### config.mk
export PLATFORM = sky130hd
export DESIGN_NAME = e203_exu_wbck_arb
export DESIGN_NICKNAME = d
export VERILOG_FILES = /design/src/rtl/e203_exu_wbck_arb_pkg.sv /design/src/rtl/e203_exu_wbck_rr.sv /design/src/rtl/e203_exu_wbck_arb.sv
export SDC_FILE = /design/constraint.sdc
export NUM_CORES = 1
export LEC_CHECK = 0
export CAP_MARGIN = 10
export CORE_ASPECT_RATIO = 1.2
export CORE_UTILIZATION = 38
export DETAILED_ROUTE_END_ITERATION = 8
export PLACE_DENSITY = 0.88
export SLEW_MARGIN = 20
export SYNTH_ARGS = -nofsm -noshare
export SYNTH_HDL_FRONTEND = slang
export SYNTH_SLANG_ARGS = --single-unit
### constraint.sdc
create_clock -name clk -period 2.31 [get_ports clk]
set_clock_uncertainty 0.2 [all_clocks]
set_input_delay 0.462 -clock clk [delete_from_list [all_inputs] [get_ports clk]]
set_output_delay 0.462 -clock clk [all_outputs]
set_load 0.01 [all_outputs]
### src/rtl/e203_exu_wbck_arb_pkg.sv
// Shared widths, source encodings and payload type for the write-back arbiter.
// Optional perf counters in the top are enabled with E203_WBCK_ARB_PERF_EN.
package e203_exu_wbck_arb_pkg;

  localparam int E203_XLEN        = 32;
  localparam int E203_FLEN        = 64;
  localparam int E203_RFIDX_WIDTH = 5;

  localparam logic [2:0] E203_WBCK_SRC_ALU = 3'b001;
  localparam logic [2:0] E203_WBCK_SRC_LSU = 3'b010;
  localparam logic [2:0] E203_WBCK_SRC_MDV = 3'b100;

  typedef struct packed {
    logic [E203_FLEN-1:0]        wdat;
    logic [E203_RFIDX_WIDTH-1:0] rdidx;
    logic [4:0]                  flags;
    logic                        rdfpu;
  } wbck_pld_t;

endpackage

### src/rtl/e203_exu_wbck_rr.sv
// Two-requester round-robin grant for the long pipes (bit 0 = LSU, bit 1 = MDV).
module e203_exu_wbck_rr (
  input  logic       clk,
  input  logic       rst_n,
  input  logic [1:0] req,
  input  logic       upd,
  output logic [1:0] gnt
);

  logic rr_ptr_q;
  logic rr_ptr_d;

  always_comb begin
    gnt = 2'b00;
    unique case (req)
      2'b01:   gnt = 2'b01;
      2'b10:   gnt = 2'b10;
      2'b11:   gnt = rr_ptr_q ? 2'b10 : 2'b01;
      default: gnt = 2'b00;
    endcase
  end

  // After a grant the pointer favours whichever pipe did not win.
  always_comb begin
    rr_ptr_d = rr_ptr_q;
    if (upd) rr_ptr_d = gnt[0];
  end

  always_ff @(posedge clk or negedge rst_n) begin
    if (!rst_n) rr_ptr_q <= 1'b0;
    else        rr_ptr_q <= rr_ptr_d;
  end

endmodule

### src/rtl/e203_exu_wbck_arb.sv
// Registered write-back arbiter: long pipes over ALU, starvation guard for ALU.
// Define E203_WBCK_ARB_PERF_EN to add the stall/force performance counters.
module e203_exu_wbck_arb
  import e203_exu_wbck_arb_pkg::*;
#(
  parameter int STARVE_MAX = 4,
  parameter int STARVE_CW  = 3
) (
  input  logic                        clk,
  input  logic                        rst_n,
  input  logic                        alu_wbck_i_valid,
  output logic                        alu_wbck_i_ready,
  input  logic [E203_XLEN-1:0]        alu_wbck_i_wdat,
  input  logic [E203_RFIDX_WIDTH-1:0] alu_wbck_i_rdidx,
  input  logic                        lsu_wbck_i_valid,
  output logic                        lsu_wbck_i_ready,
  input  logic [E203_FLEN-1:0]        lsu_wbck_i_wdat,
  input  logic [E203_RFIDX_WIDTH-1:0] lsu_wbck_i_rdidx,
  input  logic                        lsu_wbck_i_rdfpu,
  input  logic                        mdv_wbck_i_valid,
  output logic                        mdv_wbck_i_ready,
  input  logic [E203_FLEN-1:0]        mdv_wbck_i_wdat,
  input  logic [4:0]                  mdv_wbck_i_flags,
  input  logic [E203_RFIDX_WIDTH-1:0] mdv_wbck_i_rdidx,
  input  logic                        mdv_wbck_i_rdfpu,
`ifdef E203_WBCK_ARB_PERF_EN
  output logic [31:0]                 perf_alu_stall_cnt,
  output logic [15:0]                 perf_force_cnt,
`endif
  output logic                        rf_wbck_o_ena,
  output logic                        frf_wbck_o_ena,
  output logic [E203_FLEN-1:0]        wbck_o_wdat,
  output logic [E203_RFIDX_WIDTH-1:0] wbck_o_rdidx,
  output logic                        wbck_o_flags_ena,
  output logic [4:0]                  wbck_o_flags
);

  logic                 force_alu;
  logic                 grant_any;
  logic [1:0]           long_req;
  logic [1:0]           long_gnt;
  logic [2:0]           gnt_vec;
  wbck_pld_t            pld_sel;
  logic [STARVE_CW-1:0] starve_cnt_q, starve_cnt_d;

  logic                        rf_ena_q, rf_ena_d;
  logic                        frf_ena_q, frf_ena_d;
  logic                        flags_ena_q, flags_ena_d;
  logic [E203_FLEN-1:0]        wdat_q, wdat_d;
  logic [E203_RFIDX_WIDTH-1:0] rdidx_q, rdidx_d;
  logic [4:0]                  flags_q, flags_d;

  assign force_alu = alu_wbck_i_valid & (starve_cnt_q == STARVE_CW'(STARVE_MAX));
  assign long_req  = {mdv_wbck_i_valid, lsu_wbck_i_valid} & {2{~force_alu}};

  e203_exu_wbck_rr u_rr (
    .clk   (clk),
    .rst_n (rst_n),
    .req   (long_req),
    .upd   (|long_gnt),
    .gnt   (long_gnt)
  );

  always_comb begin
    gnt_vec = 3'b000;
    if (force_alu)             gnt_vec = E203_WBCK_SRC_ALU;
    else if (long_gnt[0])      gnt_vec = E203_WBCK_SRC_LSU;
    else if (long_gnt[1])      gnt_vec = E203_WBCK_SRC_MDV;
    else if (alu_wbck_i_valid) gnt_vec = E203_WBCK_SRC_ALU;
  end

  assign grant_any        = |gnt_vec;
  assign alu_wbck_i_ready = |(gnt_vec & E203_WBCK_SRC_ALU);
  assign lsu_wbck_i_ready = |(gnt_vec & E203_WBCK_SRC_LSU);
  assign mdv_wbck_i_ready = |(gnt_vec & E203_WBCK_SRC_MDV);

  // ALU writes only the integer file, so its data is zero-extended with no flags.
  always_comb begin
    pld_sel = '0;
    if (lsu_wbck_i_ready) begin
      pld_sel.wdat  = lsu_wbck_i_wdat;
      pld_sel.rdidx = lsu_wbck_i_rdidx;
      pld_sel.rdfpu = lsu_wbck_i_rdfpu;
    end else if (mdv_wbck_i_ready) begin
      pld_sel.wdat  = mdv_wbck_i_wdat;
      pld_sel.rdidx = mdv_wbck_i_rdidx;
      pld_sel.flags = mdv_wbck_i_flags;
      pld_sel.rdfpu = mdv_wbck_i_rdfpu;
    end else begin
      pld_sel.wdat[E203_XLEN-1:0] = alu_wbck_i_wdat;
      pld_sel.rdidx               = alu_wbck_i_rdidx;
    end
  end

  always_comb begin
    starve_cnt_d = starve_cnt_q;
    if (!alu_wbck_i_valid || alu_wbck_i_ready)
      starve_cnt_d = '0;
    else if (starve_cnt_q != STARVE_CW'(STARVE_MAX))
      starve_cnt_d = starve_cnt_q + 1'b1;
  end

  always_comb begin
    rf_ena_d    = grant_any & ~pld_sel.rdfpu;
    frf_ena_d   = grant_any & pld_sel.rdfpu;
    flags_ena_d = mdv_wbck_i_ready & mdv_wbck_i_rdfpu;
    wdat_d      = grant_any ? pld_sel.wdat  : wdat_q;
    rdidx_d     = grant_any ? pld_sel.rdidx : rdidx_q;
    flags_d     = grant_any ? pld_sel.flags : flags_q;
  end

  always_ff @(posedge clk or negedge rst_n) begin
    if (!rst_n) begin
      starve_cnt_q <= '0;
      rf_ena_q     <= 1'b0;
      frf_ena_q    <= 1'b0;
      flags_ena_q  <= 1'b0;
      wdat_q       <= '0;
      rdidx_q      <= '0;
      flags_q      <= '0;
    end else begin
      starve_cnt_q <= starve_cnt_d;
      rf_ena_q     <= rf_ena_d;
      frf_ena_q    <= frf_ena_d;
      flags_ena_q  <= flags_ena_d;
      wdat_q       <= wdat_d;
      rdidx_q      <= rdidx_d;
      flags_q      <= flags_d;
    end
  end

  assign rf_wbck_o_ena    = rf_ena_q;
  assign frf_wbck_o_ena   = frf_ena_q;
  assign wbck_o_flags_ena = flags_ena_q;
  assign wbck_o_wdat      = wdat_q;
  assign wbck_o_rdidx     = rdidx_q;
  assign wbck_o_flags     = flags_q;

`ifdef E203_WBCK_ARB_PERF_EN
  logic [31:0] perf_stall_q, perf_stall_d;
  logic [15:0] perf_force_q, perf_force_d;

  always_comb begin
    perf_stall_d = perf_stall_q + {31'd0, alu_wbck_i_valid & ~alu_wbck_i_ready};
    perf_force_d = perf_force_q + {15'd0, force_alu};
  end

  always_ff @(posedge clk or negedge rst_n) begin
    if (!rst_n) begin
      perf_stall_q <= '0;
      perf_force_q <= '0;
    end else begin
      perf_stall_q <= perf_stall_d;
      perf_force_q <= perf_force_d;
    end
  end

  assign perf_alu_stall_cnt = perf_stall_q;
  assign perf_force_cnt     = perf_force_q;
`endif

endmodule

# Word-level counts from Yosys, hierarchy flattened
# Index checks and enable logic that the tools add are counted.
dict set report classes {
  n_addsub 1
  n_mux 14
  n_reduce_logical 5
  bitwise 7
  n_eq_ne 5
}
# cell count
set op_table {}
lappend op_table {{2-to-1 mux 69 bit} 1}
lappend op_table {{2-to-1 mux 37 bit} 1}
lappend op_table {{2-to-1 mux 32 bit} 1}
lappend op_table {{2-to-1 mux 3 bit} 5}
lappend op_table {{2-to-1 mux 6 bit} 1}
lappend op_table {{one-hot mux 2 bit (3 select lines)} 1}
lappend op_table {{2-to-1 mux 5 bit} 1}
lappend op_table {{AND 1 bit} 4}
lappend op_table {{== test 2 bit, second input constant} 2}
lappend op_table {{adder 3 x 1 -> 3 bit, second input constant} 1}
lappend op_table {{== test 3 bit, second input constant} 1}
lappend op_table {{!= test 3 bit, second input constant} 1}
lappend op_table {{OR reduction 3 bit} 1}
lappend op_table {{AND 2 bit} 1}
lappend op_table {{== test 2 x 1 -> 1 bit, second input constant} 1}
lappend op_table {{2-to-1 mux 1 bit} 2}
lappend op_table {{2-to-1 mux 2 bit} 1}
lappend op_table {{inverter 1 bit} 2}
lappend op_table {{nonzero test 2 bit} 1}
lappend op_table {{OR reduction 2 bit} 1}
lappend op_table {{zero test 1 bit} 1}
lappend op_table {{logical OR 1 bit} 1}
dict set report word_totals {
  wordCells 40
  inputBits 187
  out_inout_bits 80
  regBits 81
}

# Logic depth before layout (Yosys ltp)
dict set report depth {
  word_depth 13
  ltp_mapped 7
  depth_no_buf 6
}

# Cells and area by module
# From an unflattened synthesis, not the netlist that was laid out.
dict set report hier_totals {
  hier_cells 488
  area_unflattened_um2 5144.9
}
# mod area_per_inst_um2 cells_each instances
set by_module_without_submodules {}
lappend by_module_without_submodules {e203_exu_wbck_arb 5082.4 483 1}
lappend by_module_without_submodules {e203_exu_wbck_rr 62.6 5 1}

# Worst setup path after synthesis
# No wires, ideal clock.
dict set report synth_path {
  path_type {input port to output port}
  start {input port lsu_wbck_i_valid}
  end {output port alu_wbck_i_ready}
  stages 6
  arrival_ns 1.548
  path_slack_ns 0.100
  path_buffers 4
  cell_sequence {buf_2 -> or2_1 -> buf_6 -> buf_6 -> buf_2 -> a21boi_0}
}
dict set report synth_between {
  elab_chain_cells 6
  elab_cells_between_ends 8
  cone_classes {eq/ne (3); mux (4); bitwise (1)}
}
# element line
set synth_rtl {}
lappend synth_rtl {{from (decl)} e203_exu_wbck_arb.sv:15} ;# input logic lsu_wbck_i_valid,
lappend synth_rtl {{AND 2 bit *} e203_exu_wbck_arb.sv:54} ;# assign long_req = {mdv_wbck_i_valid, lsu_wbck_i_valid} & {2{~force_alu}};
lappend synth_rtl {{== test 2 bit or == test 2 x 1 -> 1 bit (tied branches)} e203_exu_wbck_rr.sv:15} ;# unique case (req)
lappend synth_rtl {{one-hot mux 2 bit (3 select lines) *} e203_exu_wbck_rr.sv:15}
lappend synth_rtl {{2-to-1 mux 3 bit} e203_exu_wbck_arb.sv:68} ;# else if (long_gnt[1]) gnt_vec = E203_WBCK_SRC_MDV;
lappend synth_rtl {{2-to-1 mux 3 bit *} e203_exu_wbck_arb.sv:67} ;# else if (long_gnt[0]) gnt_vec = E203_WBCK_SRC_LSU;
lappend synth_rtl {{2-to-1 mux 3 bit *} e203_exu_wbck_arb.sv:66} ;# if (force_alu) gnt_vec = E203_WBCK_SRC_ALU;
lappend synth_rtl {{to (decl)} e203_exu_wbck_arb.sv:12} ;# output logic alu_wbck_i_ready,
# Mark *: on every way between the ends. The rest lies on a longest branch, timed or not.

# Worst setup path in the final report
dict set report layout_path {
  start {register starve_cnt_q[0]}
  end {output port lsu_wbck_i_ready}
}
dict set report layout_between {
  elab_chain_cells 8
  elab_cells_between_ends 10
  cone_classes {eq/ne (4); mux (3); bitwise (3)}
}
# element line
set layout_rtl {}
lappend layout_rtl {{from (decl)} e203_exu_wbck_arb.sv:44} ;# logic [STARVE_CW-1:0] starve_cnt_q, starve_cnt_d;
lappend layout_rtl {{from (signal assigned)} e203_exu_wbck_arb.sv:122} ;# starve_cnt_q <= starve_cnt_d;
lappend layout_rtl {{== test 3 bit *} e203_exu_wbck_arb.sv:53} ;# assign force_alu = alu_wbck_i_valid & (starve_cnt_q == STARVE_CW'(STARVE_MAX));
lappend layout_rtl {{AND 1 bit *} e203_exu_wbck_arb.sv:53}
lappend layout_rtl {{inverter 1 bit} e203_exu_wbck_arb.sv:54}
lappend layout_rtl {{AND 2 bit} e203_exu_wbck_arb.sv:54}
lappend layout_rtl {{== test 2 bit or == test 2 x 1 -> 1 bit (tied branches)} e203_exu_wbck_rr.sv:15}
lappend layout_rtl {{one-hot mux 2 bit (3 select lines)} e203_exu_wbck_rr.sv:15}
lappend layout_rtl {{2-to-1 mux 3 bit} e203_exu_wbck_arb.sv:67}
lappend layout_rtl {{2-to-1 mux 3 bit *} e203_exu_wbck_arb.sv:66}
lappend layout_rtl {{to (decl)} e203_exu_wbck_arb.sv:16} ;# output logic lsu_wbck_i_ready,
# Marked as above.

==> results.json <==
{
  "hold_path.class": "reg -> reg",
  "initial_core_util_pct": 39.06,
  "dp_hpwl_mm": 12.02,
  "p_clk_share_pct": 34.0,
  "cts_buffer_depth": 2,
  "slowest_stage": "dfrtp_1",
  "path_clk_slew_ns": 0.06,
  "synthCells": 415,
  "hold_viol_final": 0,
  "worstPathCellList": "inv_1 -> ha_2 -> nand3_4 -> nand3_2 -> inv_1 -> dlygate4sd2_1",
  "syn-num-nets": 604,
  "row_count": 43,
  "vias": 5032,
  "cts-root-buf": "clkbuf_16",
  "fin_crit_ns": 2.207,
  "p_int_mw": 3.395,
  "seqPwrFrac_pct": 36.6,
  "wire_per_inst_um": 21.43,
  "ys_types": 30,
  "holdWs_ns": 0.3106,
  "drc": 0,
  "grtUsageTotal_pct": 28.21,
  "seq_area_um2": 2027,
  "clock_latency_ns": 0.33,
  "num-fill-cells": 897,
  "slowest_delay_ns": 0.38,
  "antenna_found_initial": 2,
  "postSynthAreaPerCell_um2": 10.89,
  "setup_viol": 0,
  "grt_max_degree": 63,
  "via_per_inst": 6.144,
  "yosysTopAreaCell": "dfrtp_1",
  "dieArea_um2": 12330,
  "crit_required_ns": 1.65,
  "area_delta_synth_final_pct": 68.76,
  "synth_top_area_share_pct": 44.86,
  "p_comb_share_pct": 29.4,
  "yosysWarnings": 0,
  "clkSinkCount": 81,
  "post-synth-top-count-cell": "dfrtp_1",
  "p_switching_mw": 1.235,
  "die_w_um": 101.5,
  "numCtsBuffers": 9,
  "slew_headroom_pct": 58.93,
  "tritoncts": "done",
  "tns_ns": 0,
  "synth-seq-cells": 81,
  "p_sw_share_pct": 26.68,
  "layout-drive-gt1-share_pct": 13.48,
  "synth_area_leaders": "dfrtp_1 45%, o221a_2 9.2%, a221o_1 8.2%, nor4b_1 7.2%, a32oi_1 6.2%",
  "crit_top_cell": "inv_1",
  "power.leakage_nw": 2.890,
  "endpoint_kind": "primary output",
  "powerDensity_nw_per_um2": 607.3,
  "finish.net_count": 844,
  "ir_drop_uv": 390.9,
  "cp.arrival_ns": 1.54,
  "critPathKind": "reg -> out",
  "path_buf_inv": 3,
  "synth_edf_count": 0,
  "grt_pass1_vias": 5327,
  "drv_slew": 0,
  "gp_congestion": 0.7349,
  "h-tree-depth": 3,
  "core-area_um2": 11570,
  "io_buffers": 266,
  "drv_cap": 0,
  "start_kind": "flop",
  "clock.fmax_mhz": 453.2,
  "firstDrtPassIters": 5,
  "finalCritPeriodShare_pct": 95.53,
  "critical-path-top-delay-family": "buffers and inverters",
  "wl_mm": 17.56,
  "grt_pass1_wl_mm": 26.92,
  "syn-cell-area_um2": 4518,
  "crit_fanout": 6,
  "ant_nets": 0,
  "pin_count": 267,
  "tightest_slew_ns": 0.6127,
  "outcome": "complete, no violations",
  "multiInputGateArea_um2": 2173,
  "synth_top_flop_cell": "dfrtp_1",
  "seq_area_frac_synth_pct": 44.86,
  "dr.first_iter.drc_count": 274,
  "async_reset_ff_share_pct": 100.0,
  "netlist_top_cells_count": "81 x dfrtp_1, 37 x a221o_1, 37 x nor4b_1, 37 x o221a_2, 34 x o21ai_0",
  "die_h_um": 121.4,
  "grt_overflow": 0
}
-- per-layer routing --
| metal | wire length (um) | GRT usage (%) |
|---|---|---|
| met1 | 6360 | 30.75 |
| met2 | 8870 | 49.24 |
| met3 | 1776 | 8.813 |
| met4 | 534 | 12.95 |
| met5 | 13 | 0 |
-- power groups by stage --
stage               logic [mW]  registers [mW]  clock network (mW)
finish                    1.36            1.70                1.57
global route              1.45            1.72                1.66
CTS                       1.36            1.69                1.60
detailed placement        1.35            1.72                   0
global placement          1.32            1.70                   0
floorplan                0.464            1.78                   0
-- worst paths after layout --
path                                                   from                     endpoint  slack, ns  cells after the start
worst max-delay path            starve_cnt_q[0]$_DFFE_PN0P_             lsu_wbck_i_ready       0.10                      6
worst min-delay path            wbck_o_flags[4]$_DFFE_PN0P_  wbck_o_flags[4]$_DFFE_PN0P_       0.31                      1
worst max register to register  starve_cnt_q[0]$_DFFE_PN0P_  wbck_o_wdat[14]$_DFFE_PN0P_       0.41                      6
worst min register to register  wbck_o_flags[4]$_DFFE_PN0P_  wbck_o_flags[4]$_DFFE_PN0P_       0.31                      1
max in group asynchronous                             rst_n  wbck_o_wdat[21]$_DFFE_PN0P_       0.88                      3
min in group asynchronous                             rst_n   wbck_o_wdat[5]$_DFFE_PN0P_       0.39                      2
-- state kept, by name (all words and copies together) (netlist names) --
name and count:
frf_wbck_o_ena 1, rf_wbck_o_ena 1, starve_cnt_q 3, u_rr.rr_ptr_q 1, wbck_o_flags 5, wbck_o_flags_ena 1
wbck_o_rdidx 5, wbck_o_wdat 64
-- worst reg2reg max path, delay by kind of cell, from the launching register on --
kind | cells | cell delay [ns]
adder cells (fa/ha/maj) | 1 | 0.20
flip-flops | 1 | 0.38
AND/OR/NAND/NOR | 1 | 0.12
buffers and inverters | 2 | 0.36
AO/OA/AOI/OAI | 2 | 0.52
-- layout make-up --
type / instances / share of cell area, %
repair buffers: 290 / 37.53
multi-input cells: 266 / 28.50
flip-flops and latches: 81 / 26.58
clock buffers: 11 / 3.315
well taps: 157 / 2.576
clock inverters: 5 / 1.017
inverters: 6 / 0.3446
repair inverters: 1 / 0.06564
diodes: 2 / 0.06564
-- what timing repair did --
action | CTS | global route
resized for setup | 6 | 6
endpoints found under the hold margin | 20 | 0
pin swaps | 0 | 0
setup buffers | 1 | 0
endpoints found under the setup margin | 3 | 4
hold buffers | 1 | 0
cloned | 0 | 1
-- layout by cell type, fill, tap and decap left out, types with 4 or more instances in the layout --
master and count:
clkdlybuf4s50_1 259, clkbuf_16 9, a221o_1 37, o221a_2 37, nor4b_1 37, a22oi_1 32
a22o_1 6, inv_1 4, a32oi_1 32, buf_4 21, a21oi_1 32, dfrtp_1 81
o21ai_0 34
-- through the flow --
step           cell area (um2)  std cells  utilization, %  worst slack (ns)  power (mW)
3_3_place_gp              7252        798           62.69           -0.4302       3.020
4_1_cts                   7607        816           65.77           0.02344       4.654
2_1_floorplan             4518        415               -           0.09973       2.240
6_report                  7625        819           65.92            0.1034       4.630
5_1_grt                   7620        817           65.87         -0.005410       4.829
3_5_place_dp              7252        798           62.69           -0.4141       3.069
-- cell families after synthesis --
family,synth area share (%)
xor gates and xnor gates,0.1939
adders and majority gates,0.5538
DFF,44.86
AOI/OAI and AO/OA,37.77
buffers and inverters,7.477
and+or+nand+nor,9.139
Power figures use the tool's default switching activity.
